## src/rtl/keypad_scanner_pkg.sv

```systemverilog
// keypad_scanner_pkg: shared types and constants for the 4x4 keypad scanner
// Holds the debounce FSM state encoding, matrix dimensions and the
// {valid, code} scan-result format with its NO_KEY value.
package keypad_scanner_pkg;
    localparam int NUM_ROWS = 4;
    localparam int NUM_COLS = 4;
    typedef enum logic [1:0] {IDLE, PRESS_PEND, PRESSED, RELEASE_PEND} state_t;
    typedef struct packed {
        logic       valid;
        logic [3:0] code;
    } result_t;
    localparam result_t NO_KEY = '{valid: 1'b0, code: 4'd0};
endpackage

```

## src/rtl/keypad_scanner_if.sv

```systemverilog
// keypad_scanner_if: keypad matrix lines and debounced key outputs
// keypad_col   column lines, active-low (into the scanner)
// keypad_row   row drive, active-low one-hot-low (from the scanner)
// key_code     debounced key index row*4+col
// key_valid    one-cycle pulse per accepted press
// key_held     high while the debounced key is pressed
interface keypad_scanner_if;
    logic [3:0] keypad_col;
    logic [3:0] keypad_row;
    logic [3:0] key_code;
    logic       key_valid;
    logic       key_held;
    modport master (input keypad_col, output keypad_row, key_code, key_valid, key_held);
    modport slave  (output keypad_col, input keypad_row, key_code, key_valid, key_held);
endinterface

```

## src/rtl/keypad_scanner_debounce.sv

```systemverilog
// key_debounce: per-scan debounce FSM turning scan results into key events
// clk, rst      scan clock and asynchronous active-high reset
// scan_done_i   high on the edge that completes a full matrix scan
// result_i      {valid, code} of the first pressed key in that scan
// key_code_o    accepted key index, held after release
// key_valid_o   one-cycle pulse after each accepted press
// key_held_o    high from acceptance until the release is debounced
module key_debounce
    import keypad_scanner_pkg::*;
#(
    parameter int DEBOUNCE_SCANS = 8
) (
    input  logic       clk,
    input  logic       rst,
    input  logic       scan_done_i,
    input  result_t    result_i,
    output logic [3:0] key_code_o,
    output logic       key_valid_o,
    output logic       key_held_o
);
    state_t     state_q;
    logic [3:0] cand_q;
    logic [3:0] cnt_q;
    logic [3:0] key_code_q;
    logic       key_valid_q;
    logic       key_held_q;
    logic       hit;
    logic       last;

    // hit: scan still shows the accepted key; last: this scan completes the run
    assign hit  = result_i.valid && result_i.code == key_code_q;
    assign last = cnt_q == 4'(DEBOUNCE_SCANS - 1);

    always_ff @(posedge clk or posedge rst) begin
        if (rst) begin
            state_q     <= IDLE;
            cand_q      <= 4'd0;
            cnt_q       <= 4'd0;
            key_code_q  <= 4'd0;
            key_valid_q <= 1'b0;
            key_held_q  <= 1'b0;
        end else begin
            key_valid_q <= 1'b0;
            if (scan_done_i) begin
                case (state_q)
                    IDLE: begin
                        if (result_i.valid) begin
                            state_q <= PRESS_PEND;
                            cand_q  <= result_i.code;
                            cnt_q   <= 4'd1;
                        end
                    end
                    PRESS_PEND: begin
                        if (!result_i.valid) begin
                            state_q <= IDLE;
                        end else if (result_i.code != cand_q) begin
                            cand_q <= result_i.code;
                            cnt_q  <= 4'd1;
                        end else if (last) begin
                            state_q     <= PRESSED;
                            key_code_q  <= cand_q;
                            key_held_q  <= 1'b1;
                            key_valid_q <= 1'b1;
                        end else begin
                            cnt_q <= cnt_q + 4'd1;
                        end
                    end
                    PRESSED: begin
                        if (!hit) begin
                            state_q <= RELEASE_PEND;
                            cnt_q   <= 4'd1;
                        end
                    end
                    RELEASE_PEND: begin
                        if (hit) begin
                            state_q <= PRESSED;
                        end else if (last) begin
                            state_q    <= IDLE;
                            key_held_q <= 1'b0;
                        end else begin
                            cnt_q <= cnt_q + 4'd1;
                        end
                    end
                endcase
            end
        end
    end

    assign key_code_o  = key_code_q;
    assign key_valid_o = key_valid_q;
    assign key_held_o  = key_held_q;
endmodule

```

## src/rtl/keypad_scanner.sv

```systemverilog
// keypad_scanner: scans a 4x4 key matrix and reports debounced key presses
// clk_10000Hz  scan clock
// reset        asynchronous active-high reset
// kp           keypad_scanner_if master: row drive out, column lines in,
//              key_code/key_valid/key_held out
module keypad_scanner
    import keypad_scanner_pkg::*;
#(
    parameter int SETTLE_CYCLES  = 4,
    parameter int DEBOUNCE_SCANS = 8
) (
    input  logic clk_10000Hz,
    input  logic reset,
    keypad_scanner_if.master kp
);
    localparam int SW = $clog2(SETTLE_CYCLES);

    logic [3:0]                             sync1_q, sync2_q;
    logic [SW-1:0]                          slot_q, slot_d;
    logic [1:0]                             row_q, row_d;
    logic [3:0]                             row_drv_q, row_drv_d;
    logic [NUM_ROWS-2:0][NUM_COLS-1:0]      samp_q, samp_d;
    logic [NUM_ROWS-1:0][NUM_COLS-1:0]      rows;
    logic                                   sample_edge;
    logic                                   scan_done;
    result_t                                result;

    always_comb begin
        sample_edge = slot_q == SW'(SETTLE_CYCLES - 1);
        scan_done   = sample_edge && row_q == 2'd3;
        slot_d      = sample_edge ? '0 : slot_q + 1'b1;
        row_d       = sample_edge ? row_q + 2'd1 : row_q;
        row_drv_d   = ~(4'b0001 << row_d);
        for (int r = 0; r < NUM_ROWS - 1; r++)
            samp_d[r] = (sample_edge && row_q == 2'(r)) ? sync2_q : samp_q[r];
        // Last row is taken straight from the synchronizer on the completing edge.
        rows   = {sync2_q, samp_q};
        result = NO_KEY;
        // Descending sweep so the lowest pressed index is the one left standing.
        for (int r = NUM_ROWS - 1; r >= 0; r--)
            for (int c = NUM_COLS - 1; c >= 0; c--)
                if (!rows[r][c])
                    result = '{valid: 1'b1, code: 4'(r * NUM_COLS + c)};
    end

    always_ff @(posedge clk_10000Hz or posedge reset) begin
        if (reset) begin
            sync1_q   <= 4'hF;
            sync2_q   <= 4'hF;
            slot_q    <= '0;
            row_q     <= 2'd0;
            row_drv_q <= 4'b1110;
            samp_q    <= '1;
        end else begin
            sync1_q   <= kp.keypad_col;
            sync2_q   <= sync1_q;
            slot_q    <= slot_d;
            row_q     <= row_d;
            row_drv_q <= row_drv_d;
            samp_q    <= samp_d;
        end
    end

    assign kp.keypad_row = row_drv_q;

    key_debounce #(.DEBOUNCE_SCANS(DEBOUNCE_SCANS)) u_debounce (
        .clk        (clk_10000Hz),
        .rst        (reset),
        .scan_done_i(scan_done),
        .result_i   (result),
        .key_code_o (kp.key_code),
        .key_valid_o(kp.key_valid),
        .key_held_o (kp.key_held)
    );
endmodule

```

## src/flat_wrapper.sv

```systemverilog
// flat-port wrapper written by rule: the top's interface ports become plain ports
module keypad_scanner_flat import keypad_scanner_pkg::*;
#(
    parameter int SETTLE_CYCLES  = 4,
    parameter int DEBOUNCE_SCANS = 8
)
  (clk_10000Hz, reset, kp_keypad_col, kp_keypad_row, kp_key_code, kp_key_valid, kp_key_held);
  keypad_scanner_if kp_i ();
  input  logic clk_10000Hz;
  input  logic reset;
  input wire logic [$bits(kp_i.keypad_col)-1:0] kp_keypad_col;
  output wire logic [$bits(kp_i.keypad_row)-1:0] kp_keypad_row;
  output wire logic [$bits(kp_i.key_code)-1:0] kp_key_code;
  output wire logic [$bits(kp_i.key_valid)-1:0] kp_key_valid;
  output wire logic [$bits(kp_i.key_held)-1:0] kp_key_held;
  assign kp_i.keypad_col = kp_keypad_col;
  assign kp_keypad_row = kp_i.keypad_row;
  assign kp_key_code = kp_i.key_code;
  assign kp_key_valid = kp_i.key_valid;
  assign kp_key_held = kp_i.key_held;
  keypad_scanner #(.SETTLE_CYCLES(SETTLE_CYCLES), .DEBOUNCE_SCANS(DEBOUNCE_SCANS)) u_core (.clk_10000Hz(clk_10000Hz), .reset(reset), .kp(kp_i));
endmodule
```

## config.mk

```make
export PLATFORM = sky130hd
export DESIGN_NAME = keypad_scanner_flat
export DESIGN_NICKNAME = d
export VERILOG_FILES = /design/src/rtl/keypad_scanner_pkg.sv /design/src/rtl/keypad_scanner_if.sv /design/src/rtl/keypad_scanner_debounce.sv /design/src/rtl/keypad_scanner.sv /design/src/flat_wrapper.sv
export SDC_FILE = /design/constraint.sdc
export NUM_CORES = 1
export LEC_CHECK = 0
export CORE_MARGIN = 10
export CORE_UTILIZATION = 45
export CTS_CLUSTER_DIAMETER = 100
export DETAILED_ROUTE_END_ITERATION = 10
export HOLD_SLACK_MARGIN = 0.08
export SLEW_MARGIN = 20
export SYNTH_ARGS = -nofsm -noshare
export SYNTH_HDL_FRONTEND = slang
export SYNTH_SLANG_ARGS = --single-unit
```

## constraint.sdc

```tcl
create_clock -name clk_10000Hz -period 3.2 [get_ports clk_10000Hz]
set_input_delay 0.96 -clock clk_10000Hz [delete_from_list [all_inputs] [get_ports clk_10000Hz]]
set_output_delay 0.96 -clock clk_10000Hz [all_outputs]
set_load 0.02 [all_outputs]
```

==> results of run 1 <==
==> power by group <==
group	switching, mW	leakage (nW)	internal [mW]	total, mW
Sequential	0.0315	0.519	0.591	0.623
Combinational	0.0563	0.500	0.0451	0.101
Clock	0.194	0.0591	0.236	0.429
==> worst paths after layout <==
| kind | endpoint | slack (ns) | cells after the start |
|---|---|---|---|
| worst max-delay path | u_core.u_debounce.key_code_o[3]$_DFFE_PP0P_ | 0.39 | 7 |
| worst min-delay path | u_core.sync2_q[3]$_DFF_PP1_ | 0.36 | 0 |
| worst max register to register | u_core.u_debounce.key_code_o[3]$_DFFE_PP0P_ | 0.39 | 7 |
| worst min register to register | u_core.sync2_q[3]$_DFF_PP1_ | 0.36 | 0 |
| max in group asynchronous | u_core.sync2_q[1]$_DFF_PP1_ | 1.88 | 3 |
| min in group asynchronous | u_core.u_debounce.cand_q[1]$_DFFE_PP0P_ | 1.01 | 3 |
==> worst max-delay path, cell delays in order, from the launching register on <==
cell and delay, ns:
dfstp_2 0.60, and2b_2 0.23, o221ai_1 0.32, a2111o_1 0.20, nand3_1 0.09, or4b_1 0.72, nor2_8 0.20, mux2_1 0.34
==> layer usage <==
metal	track usage	part of all wire
met1	0.134	0.46
met2	0.168	0.47
met3	0.0341	0.052
met4	0.0411	0.012
met5	0	0
==> state kept, by name, indices dropped and copies added (netlist names), 2 cells and up <==
register                      count
u_core.u_debounce.key_code_o      4
u_core.u_debounce.state_q         2
u_core.u_debounce.cnt_q           4
u_core.u_debounce.cand_q          4
u_core.kp.keypad_row              4
u_core.sync1_q                    4
u_core.slot_q                     2
u_core.sync2_q                    4
u_core.rows                      12
u_core.row_q                      2
==> metrics by stage <==
| stage | setup slack [ns] | instances |
|---|---|---|
| 2_1_floorplan | 0.726 | 193 |
| 3_3_place_gp | 0.499 | 273 |
| 3_5_place_dp | 0.412 | 273 |
| 4_1_cts | 0.376 | 281 |
| 5_1_grt | 0.203 | 281 |
| 6_report | 0.389 | 281 |
==> cells in the final DEF, fill, tap and decap left out, drive strengths merged, types with 3 or more instances in the layout <==
| master | instances |
|---|---|
| nand3 | 7 |
| nand2 | 22 |
| xor2 | 3 |
| nor2 | 11 |
| dfrtp | 21 |
| a21oi | 8 |
| dfstp | 23 |
| or2 | 3 |
| clkbuf | 5 |
| inv | 10 |
| a211oi | 6 |
| clkdlybuf4s50 | 15 |
| nand4 | 5 |
| mux2 | 20 |
| and4 | 3 |
| nand2b | 6 |
| o31ai | 3 |
| buf | 3 |
| ha | 6 |
==> logic make-up (layout without fill, tap and decap cells) <==
group,Yosys count,in the layout
AND/OR/NAND/NOR,69,69
flip-flops,44,44
AO/OA/AOI/OAI,37,37
multiplexers,21,21
buffers and inverters,13,34
adder cells (fa/ha/maj),6,6
XOR/XNOR,3,3
==> area by class of cell <==
cell class | count | area [sq um] | area share
inverters | 8 | 30.0 | 0.0118
repair buffers | 18 | 173 | 0.0681
flip-flops and latches | 44 | 1130 | 0.445
clock buffers | 5 | 68.8 | 0.0271
multi-input cells | 136 | 1010 | 0.397
clock inverters | 3 | 45.0 | 0.0178
well taps | 67 | 83.8 | 0.0331
==> results.tsv, run 1 <==
stage	metric	value	unit
run_status	status	finished clean	
clock_tree	clock tree from TritonCTS	done	
yosys	Synth cell types	50	
power	PwrDens	455	nW/um^2
yosys	Synth top area share	0.275	
die	Initial Util	0.466	
yosys	Post-synth ARST share	1.00	
run	Max Cap Viol	0	
yosys	top cells by count, synth	dfstp_2, nand2_1, dfrtp_1, mux2_2, nor2_1	
detailed_routing	DR vias	1546	
place	Post-DP HPWL	3220	um
sta	Max Transition Viols Final	0	
detailed_routing	final WL	4350	um
yosys	Synth Area in Simple Gates	0.179	
yosys	multiplexer share of the synthesized area	0.107	
sta	Fin Setup TNS	0	ns
sta	clk_skew	0.00942	ns
power	total power	1.15	mW
worst_setup_path	CP Capture Type	flop	
sta	Hold WS	0.359	ns
yosys	Syn Inst Count	193	
die	core area	4720	sq um
worst_setup_path	crit path launch	u_core.sync2_q[3]$_DFF_PP1_	
yosys	complex-gate fraction of the synthesized area	0.125	
grt	Total GRT Usage	0.107	
power	peak supply drop	0.288	mV
layout	final core utilization	0.537	
sta	final worst path period share	0.879	
clock_tree	post-cts hold buffer count	0	
clock_tree	clk buf depth	2	
clock_tree	post-CTS sizing	0	
detailed_routing	DR WL/cell	15.5	um
worst_setup_path	RR Startpoint	u_core.sync2_q[3]$_DFF_PP1_	
clock_tree	Setup Buffers After CTS	0	
place	GPL Wtd Cong	0.929	
layout	fill count	416	
die	Die Y	89.9	um
worst_setup_path	Max Fanout on Critical Path	6	
detailed_routing	DRT antenna net count	0	
yosys	XOR/XNOR Fraction of Synth Area	0.0119	
place	count of input and output buffers	15	
worst_setup_path	Worst setup SP type	flop	
detailed_routing	Remaining DRCs	0	
sta	unrepaired setup endpoints after global routing	no	
detailed_routing	First-pass DRT Iterations	4	
place	cell area after placement	2420	sq um
clock_tree	H-tree levels	2	
worst_hold_path	Worst Min Path Start	u_core.sync1_q[3]$_DFF_PP1_	
grt	initial antenna violation count	0	
layout	Antenna diodes	0	
sta	Finish-stage setup viols	0	
clock_tree	worst-skew pair later-pin latency	0.29	ns
grt	largest net degree at the start of global routing	27	
worst_setup_path	worst endpoint required time	3.37	ns
yosys	Ys Warns	0	
die	Top Ports	16	
yosys	Area contributors post-synth	dfstp_2, dfrtp_1, mux2_2	
die	# rows	25	
yosys	area leader, netlist	dfstp_2	
worst_setup_path	worst setup path category	reg2reg	
sta	Rel. slew slack	0.610	
layout	nets	225	
yosys	Netlist Area Pre-Place	2200	sq um
die	Die Area	8080	sq um
layout	post-route cell area	2540	sq um
layout	share of cells above drive strength 1	0.271	
yosys	ys flop type	dfstp_2	
detailed_routing	number of DRC markers in iteration 0	127	
yosys	Yosys reg bits	44	
clock_tree	Clock Sinks	44	
yosys	EDFF count, synth	0	
detailed_routing	vias per inst	5.50	
grt	first-pass GRT wire length	7330	um
power	Leak	1.08	nW
clock_tree	Root Buffer Master	clkbuf_8	
layout	Area Growth Syn to Fin	15.3	%
yosys	synthesized area per cell	11.4	sq um
clock_tree	TritonCTS Buffers	5	
sta	Fmax	356	MHz
worst_hold_path	worst hold path type	reg2reg	
yosys	post-synthesis adder-cell area fraction	0.0341	
yosys	Seq/Total Area, Yosys	0.514	
die	Die Width	89.9	um
sta	fin crit period	2.81	ns
grt	grt ovf	0	
yosys	synthesized net count	205	
worst_setup_path	WP data arrival	2.99	ns
yosys	largest family of logic cells by synthesized area	simple AND/OR/NAND/NOR gates	
sta	endpoints failing hold	0	
sta	worst slew pin tran	0.580	ns
grt	vias in the first global route	1558	
yosys	most frequent cell after synthesis	dfstp_2	
clock_tree	Clock Pin Slew Worst Setup and Hold Paths	0.09	ns
Note: power is estimated with default switching activity, not from simulation.
==> run 2, diff against run 1 <==
CAP_MARGIN = 20   (was unset)
==> results of run 2 <==
Final layout, timing and power as in run 1 (identical DEF).
==> run 3, diff against run 2 <==
REMOVE_ABC_BUFFERS = 1   (was unset)
==> results.tsv, run 3 (synthesized netlist as in run 1, its figures left out) <==
stage	metric	value	unit
layout	commonest cells after routing, fill and taps aside	dfstp_2, nand2_1, dfrtp_1, mux2_2, clkdlybuf4s50_1	
clock_tree	post-CTS sizing	0	
layout	Antenna diodes	0	
sta	Max Transition Viols Final	0	
detailed_routing	final WL	4370	um
worst_setup_path	delay of the slowest critical-path stage	0.71	ns
worst_setup_path	critical path, cell by cell	nand2b_1, a21oi_1, a2111oi_0, nand3_1, or4b_1, nor2_8, mux2_1	
worst_hold_path	worst hold path type	reg2reg	
grt	vias in the first global route	1545	
detailed_routing	First-pass DRT Iterations	4	
power	total power	1.07	mW
clock_tree	Root Buffer Master	clkbuf_8	
place	count of input and output buffers	15	
die	core area	4720	sq um
worst_setup_path	Worst path slowest cell	or4b_1	
grt	grt ovf	0	
run	Max Cap Viol	0	
layout	fill count	398	
layout	share of cells above drive strength 1	0.271	
sta	final worst path period share	0.887	
layout	Area Growth Syn to Fin	14.1	%
worst_setup_path	worst setup path category	reg2reg	
detailed_routing	DR WL/cell	15.5	um
sta	Fin Setup TNS	0	ns
sta	unrepaired setup endpoints after global routing	no	
sta	Finish-stage setup viols	0	
worst_setup_path	Worst setup SP type	flop	
die	Initial Util	0.466	
die	# rows	25	
place	Post-DP HPWL	3210	um
detailed_routing	DRT antenna net count	0	
power	Leak	1.07	nW
die	Die Y	89.9	um
worst_setup_path	CP Capture Type	flop	
layout	commonest non-fill, non-tap cell in the layout	dfstp_2	
sta	Hold WS	0.358	ns
worst_setup_path	WP data arrival	3.02	ns
die	Die Width	89.9	um
detailed_routing	Remaining DRCs	0	
sta	endpoints failing hold	0	
layout	area occupied by registers	1130	sq um
clock_tree	Setup Buffers After CTS	0	
detailed_routing	number of DRC markers in iteration 0	102	
sta	fin crit period	2.84	ns
clock_tree	post-cts hold buffer count	0	
worst_setup_path	delay-heaviest family, CP	simple AND/OR/NAND/NOR gates	
layout	nets	225	
run_status	status	finished clean	
sta	worst slew pin tran	0.563	ns
power	PwrDens	425	nW/um^2
clock_tree	TritonCTS Buffers	5	
worst_setup_path	RR Startpoint	u_core.rows[4]$_DFFE_PP1P_	
worst_hold_path	Worst Min Path Start	u_core.sync1_q[1]$_DFF_PP1_	
worst_setup_path	Buf/Inv on CP	0	
sta	Rel. slew slack	0.621	
clock_tree	clock tree from TritonCTS	done	
layout	Largest register FFs	12	
worst_hold_path	hold endpoint	u_core.sync2_q[1]$_DFF_PP1_	
grt	Total GRT Usage	0.110	
detailed_routing	vias per inst	5.53	
grt	first-pass GRT wire length	7350	um
place	GPL Wtd Cong	0.893	
power	peak supply drop	0.230	mV
worst_setup_path	r2r setup slk	0.36	ns
grt	largest net degree at the start of global routing	27	
clock_tree	Clock Pin Slew Worst Setup and Hold Paths	0.08	ns
worst_setup_path	worst reg2reg path depth	7	
worst_setup_path	Max Fanout on Critical Path	6	
clock_tree	worst-skew pair later-pin latency	0.30	ns
worst_setup_path	Critical R2R Capture	u_core.u_debounce.key_code_o[0]$_DFFE_PP0P_	
grt	initial antenna violation count	0	
die	Die Area	8080	sq um
layout	area of the multi-input gates	1010	sq um
die	Top Ports	16	
worst_setup_path	worst endpoint required time	3.39	ns
clock_tree	clk buf depth	2	
worst_hold_path	Min-Delay Path Depth	0	
sta	clk_skew	0.00616	ns
clock_tree	Clock Sinks	44	
sta	Fmax	352	MHz
detailed_routing	DR vias	1553	
clock_tree	H-tree levels	2	
-- run 3: changes by cell type in the layout (fill, tap and decap cells not counted) --
cell | before | now
bufinv_16 | 1 | 0
clkinv_2 | 0 | 2
inv_6 | 1 | 0
clkinv_4 | 0 | 1
inv_4 | 1 | 0
-- run 3: layout make-up --
| class | instances | share of cell area |
|---|---|---|
| clock buffer | 5 | 0.0274 |
| clock inverter | 3 | 0.00748 |
| inverter | 8 | 0.0120 |
| multi-input combinational | 136 | 0.401 |
| sequential | 44 | 0.450 |
| tap | 67 | 0.0334 |
| timing repair buffer | 18 | 0.0688 |
-- run 3: stage by stage --
step	setup slack, ns	area [sq um]	utilization	instances
2_1_floorplan	0.651	2170	-	188
6_report	0.363	2510	0.531	281
3_3_place_gp	0.470	2420	0.513	273
3_5_place_dp	0.417	2420	0.513	273
4_1_cts	0.385	2510	0.531	281
5_1_grt	0.172	2510	0.531	281
-- run 3: worst max-delay path by stage --
stage	startpoint	endpoint	slack, ns	cells after the start
after floorplan	u_core.sync2_q[3]$_DFF_PP1_	u_core.u_debounce.key_code_o[0]$_DFFE_PP0P_	0.65	7
after global placement	u_core.rows[4]$_DFFE_PP1P_	u_core.u_debounce.key_code_o[0]$_DFFE_PP0P_	0.47	7
after detailed placement	u_core.sync2_q[3]$_DFF_PP1_	u_core.u_debounce.key_code_o[0]$_DFFE_PP0P_	0.42	7
after CTS	u_core.rows[4]$_DFFE_PP1P_	u_core.u_debounce.key_code_o[0]$_DFFE_PP0P_	0.38	7
after global routing	u_core.rows[4]$_DFFE_PP1P_	u_core.u_debounce.key_code_o[1]$_DFFE_PP0P_	0.17	7
final	u_core.rows[4]$_DFFE_PP1P_	u_core.u_debounce.key_code_o[0]$_DFFE_PP0P_	0.36	7
-- run 3: worst register-to-register path: cells and delay by family (launching register included) --
| family | cells | cell delay, ns |
|---|---|---|
| AO/OA/AOI/OAI | 2 | 0.53 |
| flip-flops | 1 | 0.59 |
| multiplexers | 1 | 0.34 |
| AND/OR/NAND/NOR | 4 | 1.27 |
-- run 3: power by group --
| group | internal [mW] | total (mW) | switching (mW) | leakage [nW] |
|---|---|---|---|---|
| sequential | 0.591 | 0.622 | 0.0310 | 0.519 |
| clock | 0.152 | 0.342 | 0.190 | 0.0479 |
| combinational | 0.0450 | 0.101 | 0.0563 | 0.500 |
-- run 3: metal layers --
layer  vias to the layer above  global-route usage  share of wire
li1                        751                   -              -
met1                       755               0.133           0.45
met2                        37               0.168           0.47
met3                        10              0.0374          0.056
met4                         0              0.0610          0.026
met5                         -                   0              0
